==> src/rtl/apb_ctrl_pkg.sv <==
// Shared types for the APB master/arbiter slice: controller states,
// default bus widths and the response record returned to requesters.
package apb_ctrl_pkg;

  localparam int unsigned APB_ADDR_W = 32;
  localparam int unsigned APB_DATA_W = 32;

  typedef enum logic [1:0] {
    IDLE,
    SETUP,
    ACCESS,
    RESP
  } apb_state_e;

  typedef struct packed {
    logic [APB_DATA_W-1:0] rdata;
    logic                  err;
  } apb_rsp_t;

endpackage

==> src/rtl/rr_arbiter.sv <==
// Combinational round-robin arbiter: grants the first asserted request
// after last_grant, wrapping modulo N. Returns one-hot and encoded grant.
module rr_arbiter #(
  parameter int unsigned N     = 2,
  parameter int unsigned IDX_W = (N > 1) ? $clog2(N) : 1
) (
  input  logic [N-1:0]     req,
  input  logic [IDX_W-1:0] last_grant,
  output logic [N-1:0]     gnt,
  output logic [IDX_W-1:0] idx,
  output logic             any
);

  logic [IDX_W-1:0] cand;

  always_comb begin
    gnt  = '0;
    idx  = '0;
    any  = 1'b0;
    cand = '0;
    for (int unsigned k = 1; k <= N; k++) begin
      cand = IDX_W'((32'(last_grant) + k) % N);
      if (!any && req[cand]) begin
        any       = 1'b1;
        gnt[cand] = 1'b1;
        idx       = cand;
      end
    end
  end

endmodule

==> src/rtl/apb_master_arb.sv <==
// Multi-requester APB master: round-robin arbitration between command
// sources, SETUP/ACCESS sequencing, wait states, slave error and timeout.
module apb_master_arb
  import apb_ctrl_pkg::*;
#(
  parameter int unsigned NUM_REQ = 2,
  parameter int unsigned ADDR_W  = APB_ADDR_W,
  parameter int unsigned DATA_W  = APB_DATA_W,
  parameter int unsigned TIMEOUT = 16
) (
  input  logic                      pclk,
  input  logic                      presetn,
  input  logic [NUM_REQ-1:0]        req_valid,
  input  logic [NUM_REQ-1:0]        req_write,
  input  logic [NUM_REQ*ADDR_W-1:0] req_addr,
  input  logic [NUM_REQ*DATA_W-1:0] req_wdata,
  output logic [NUM_REQ-1:0]        req_ready,
  output logic [NUM_REQ-1:0]        rsp_valid,
  output logic [DATA_W-1:0]         rsp_rdata,
  output logic                      rsp_err,
  output logic                      psel,
  output logic                      penable,
  output logic                      pwrite,
  output logic [ADDR_W-1:0]         paddr,
  output logic [DATA_W-1:0]         pwdata,
  input  logic [DATA_W-1:0]         prdata,
  input  logic                      pready,
  input  logic                      pslverr
);

  localparam int unsigned IDX_W = (NUM_REQ > 1) ? $clog2(NUM_REQ) : 1;
  localparam int unsigned CNT_W = (TIMEOUT > 1) ? $clog2(TIMEOUT + 1) : 1;

  apb_state_e         state, state_d;
  logic [IDX_W-1:0]   last_grant, cur_g, gidx;
  logic [NUM_REQ-1:0] gnt;
  logic               gany;
  logic [CNT_W-1:0]   wcnt;
  logic               tout;

  rr_arbiter #(
    .N     (NUM_REQ),
    .IDX_W (IDX_W)
  ) u_arb (
    .req        (req_valid),
    .last_grant (last_grant),
    .gnt        (gnt),
    .idx        (gidx),
    .any        (gany)
  );

  // pready on the final allowed cycle wins over the timeout
  assign tout = (TIMEOUT != 0) && (state == ACCESS) && !pready &&
                (wcnt == CNT_W'(TIMEOUT));

  always_comb begin
    state_d = state;
    case (state)
      IDLE:    if (gany) state_d = SETUP;
      SETUP:   state_d = ACCESS;
      ACCESS:  if (pready || tout) state_d = RESP;
      RESP:    state_d = IDLE;
      default: state_d = IDLE;
    endcase
  end

  // Outputs are registered from the next state so they line up with it
  always_ff @(posedge pclk or negedge presetn) begin
    if (!presetn) begin
      state      <= IDLE;
      last_grant <= IDX_W'(NUM_REQ - 1);
      cur_g      <= '0;
      wcnt       <= '0;
      req_ready  <= '0;
      rsp_valid  <= '0;
      rsp_rdata  <= '0;
      rsp_err    <= 1'b0;
      psel       <= 1'b0;
      penable    <= 1'b0;
      pwrite     <= 1'b0;
      paddr      <= '0;
      pwdata     <= '0;
    end else begin
      state     <= state_d;
      req_ready <= '0;
      rsp_valid <= '0;
      rsp_rdata <= '0;
      rsp_err   <= 1'b0;
      psel      <= (state_d == SETUP) || (state_d == ACCESS);
      penable   <= (state_d == ACCESS);
      case (state)
        IDLE: begin
          if (gany) begin
            req_ready <= gnt;
            cur_g     <= gidx;
            pwrite    <= req_write[gidx];
            paddr     <= req_addr[32'(gidx) * ADDR_W +: ADDR_W];
            pwdata    <= req_wdata[32'(gidx) * DATA_W +: DATA_W];
          end
        end
        SETUP: wcnt <= CNT_W'(1);
        ACCESS: begin
          if (pready) begin
            rsp_valid <= NUM_REQ'(1) << cur_g;
            rsp_rdata <= pwrite ? '0 : prdata;
            rsp_err   <= pslverr;
          end else if (tout) begin
            rsp_valid <= NUM_REQ'(1) << cur_g;
            rsp_err   <= 1'b1;
          end else begin
            wcnt <= wcnt + CNT_W'(1);
          end
        end
        RESP: last_grant <= cur_g;
        default: ;
      endcase
    end
  end

endmodule
==> config.mk <==
export PLATFORM = sky130hd
export DESIGN_NAME = apb_master_arb
export DESIGN_NICKNAME = d
export VERILOG_FILES = /design/src/rtl/apb_ctrl_pkg.sv /design/src/rtl/rr_arbiter.sv /design/src/rtl/apb_master_arb.sv
export SDC_FILE = /design/constraint.sdc
export NUM_CORES = 1
export LEC_CHECK = 0
export BUFFER_PORTS_ARGS = -buffer_cell sky130_fd_sc_hd__buf_2
export CORE_MARGIN = 2
export CORE_UTILIZATION = 48
export CTS_CLUSTER_DIAMETER = 120
export CTS_CLUSTER_SIZE = 30
export DETAILED_ROUTE_END_ITERATION = 16
export GPL_TIMING_DRIVEN = 0
export PLACE_DENSITY_LB_ADDON = 0.05
export SYNTH_ARGS = -nofsm -noshare
export SYNTH_HDL_FRONTEND = slang
export SYNTH_SLANG_ARGS = --single-unit
==> constraint.sdc <==
create_clock -name pclk -period 5.27 [get_ports pclk]
set_input_delay 0.527 -clock pclk [delete_from_list [all_inputs] [get_ports pclk]]
set_output_delay 0.527 -clock pclk [all_outputs]
set_load 0.05 [all_outputs]
==> results.toml <==
[outcome]
status = "finished, final reports clean"

[synth]
synth_compound_area_frac = 0.1841
synth.distinct_cells = 37
synth.yosys.seq_area_share = 0.5774
yosys_register_bits = 113
synth_nets = 672
synth_top_family_by_area = "compound AO/OA/AOI/OAI gates"
synthesis.instances = 497
yosys.area_share.simple = 0.1713
synth.mux.area_fraction = 0.004086
yosys_warnings = 0
avgSynthCellArea_um2 = 9.859
synth-xor-area-share = 0
synth_fa_ha_area_frac = 0.01788
netlist_area_um2 = 4900

[global_route]
grt_overflow = 0
grt_pass1_vias = 4695
grt_max_degree = 67
grt_pass1_wl_mm = 22.92
grt_antenna_before_repair = 2
grt_usage = 0.2674

[floorplanning]
core_area_um2 = 9819
die_area_um2 = 11030
start_util = 0.4990
rows = 36
top_level_ports = 272
fp.dieW_um = 105.0
die_h_um = 105.0

[pwr]
power.density_nw_per_um2 = 692.5
p_sw_w = 0.002326
pwr-share-seq = 0.281
switching_share = 0.4775
cellLeakagePower_nw = 3.655
internal-power_w = 0.002546
combinationalPowerShare = 0.490
ir_drop_uv = 371.1
p_clk_frac = 0.229

[setup_path]
cp-start-kind = "flip-flop"
cp-end-kind = "flip-flop"
cp.required_ns = 5.73
r2r_setup_slack_ns = 3.25
path_class = "reg2reg"
crit_fanout = 10
worstReg2RegStart = "state[0]"
startpoint = "state[0]"
cp.arrival_ns = 2.47

[clocking]
hold_buffers = 0
cts_tree = "done"
cts_buffers = 17
cts-htree-levels = 4
cts_root_buf = "clkbuf_8"
cts_resized = 0
clkLatencyLatePin_ns = 0.51
ctsLongestPathBuffers = 2
cts.sinks = 113
path_clk_slew_ns = 0.05
post_cts.repair.setup_buffers = 0

[timing]
clock_skew_ns = 0.007079
fmax_ghz = 0.4962
maxSlewHeadroom = 0.5850
worst_pin_slew_ns = 0.6225
rsz0062_at_grt = "no"
min_period_ns = 2.015
setup_tns_ns = 0
setup_viol = 0
timing.final.crit_share = 0.3824
drv_slew = 0
hold_viol = 0

[final_layout]
final_cells = 934
nNetsFinal = 962
areaGrowthSynthToFinish_pct = 43.59
layout.filler_cells = 804
drive_gt1_frac = 0.4531
utilization = 0.7165

[route]
avgViaCountPerCell = 4.988
antenna_left = 0
wire_per_inst_um = 15.52
drtIter0Drc = 261
drt-total-wl_mm = 14.49
drc = 0
dr.pass1.iters = 4
vias = 4659

[placement]
dp_hpwl_mm = 10.98
placed_cells = 901
place.gp.congestion = 0.8434
portBuffers = 270

[job]
maxCapViolations = 0

[hold_path]
hold_class = "in2async"
kinds of logic after synthesis:
| family | count (synthesis) |
|---|---|
| AO/OA/AOI/OAI | 149 |
| adder cells (fa/ha/maj) | 7 |
| multiplexers | 2 |
| buffers and inverters | 40 |
| flip-flops | 113 |
| AND/OR/NAND/NOR | 186 |
power groups by stage:
stage / registers [W] / logic (W) / clock network [W]
after global placement: 0.00137 / 0.00234 / 0
after global routing: 0.00141 / 0.00255 / 0.00117
after detailed placement: 0.00138 / 0.00239 / 0
final: 0.00137 / 0.00239 / 0.00111
after CTS: 0.00137 / 0.00240 / 0.00113
after floorplan: 0.00239 / 0.000751 / 0
critical path, stage by stage (launching register included):
cell and delay, ns:
dfrtp_1 0.41, inv_1 0.08, ha_1 0.29, o21ai_2 0.16, buf_2 0.29, buf_4 0.24, o311a_1 0.19, ha_1 0.22
inv_1 0.05
stage by stage:
step                      hold slack, ns  instance area (um2)  setup slack (ns)  total power (W)
final                            0.02308                 7036             3.255         0.004872
after global routing             0.07319                 7036             3.121         0.005132
after detailed placement          0.4991                 6447             3.250         0.003775
after CTS                        0.03361                 7030             3.246         0.004906
after floorplan                   0.2314                 4900             3.548         0.003137
after global placement            0.4822                 6417             2.342         0.003708
flip-flops by register name, indices dropped and copies added, names as in the netlist, 2 cells and up:
name / count
paddr: 32
pwdata: 32
req_ready: 2
rsp_rdata: 32
rsp_valid: 2
state: 2
wcnt: 5
worst paths after layout:
path / cells past startpoint / end
worst max-delay path: 8 / psel
worst min-delay path: 1 / pwdata[6]
worst max register to register: 8 / psel
worst min register to register: 1 / rsp_valid[0]
max in group asynchronous: 2 / rsp_rdata[7]
min in group pclk: 2 / rsp_rdata[13]
cells in the mapped netlist:
cell type	instances	area (um2)
a21o_1	1	7.510
o311a_1	1	10.01
clkbuf_1	9	33.78
o21ai_2	1	8.760
o311ai_1	1	8.760
ha_1	7	87.58
dfrtp_1	112	2803
buf_4	4	30.03
a21oi_2	30	262.8
or2_2	1	6.260
nand2b_1	1	6.260
nand4bb_1	1	11.26
buf_2	15	75.07
a21boi_2	1	11.26
buf_6	5	56.30
nor2b_1	1	6.260
nand4b_1	2	17.52
nand2_1	72	270.3
and2_1	33	206.5
a21bo_1	1	10.01
o211ai_1	1	7.510
inv_1	7	26.28
a41oi_1	1	8.760
dfstp_2	1	26.28
nor4bb_4	1	25.02
a21oi_1	102	510.5
nor3b_1	1	7.510
nand3_1	1	5.000
nor2_1	68	255.2
or3_1	1	6.260
o21ba_2	1	10.01
o21ai_0	4	20.02
nor2_2	1	6.260
a31oi_1	3	18.77
nor3_1	2	10.01
o21a_1	1	7.510
mux2i_1	2	20.02
layer usage:
layer / global-route usage / vias to the layer above / routed length [um]
met5: 0 / - / 0
li1: - / 2239 / -
met3: 0.09170 / 29 / 1193
met4: 0.1114 / 0 / 367
met1: 0.3110 / 2189 / 5627
met2: 0.4508 / 202 / 7303
layout by cell type, fill, tap and decap left out, types with 2 or more instances in the layout:
master,netlist,layout
clkbuf_16,0,16
nor3_1,2,2
inv_1,7,7
ha_1,7,7
clkinvlp_4,0,3
nand2_1,72,72
o21ai_0,4,4
nand4b_1,2,2
clkbuf_8,0,3
dfrtp_1,112,112
mux2i_1,2,2
clkinv_2,0,5
nor2_1,68,68
diode_2,0,2
and2_1,33,33
buf_2,15,284
buf_6,5,5
a21oi_1,102,102
a21oi_2,30,30
a31oi_1,3,3
buf_4,4,5
bufinv_16,0,3
clkbuf_1,9,10
layout make-up:
type                       instances  area (um2)  share of cell area
clock buffer                      20       445.4             0.06331
buffer                            33       195.2             0.02774
tap                              133       166.4             0.02365
sequential                       113        2829              0.4021
antenna                            2       5.005           0.0007114
multi-input combinational        344        1849              0.2628
timing repair buffer             271        1381              0.1963
inverter                           7       26.28            0.003735
clock inverter                    11       137.6             0.01956
Note: power is estimated with default switching activity, not from simulation.
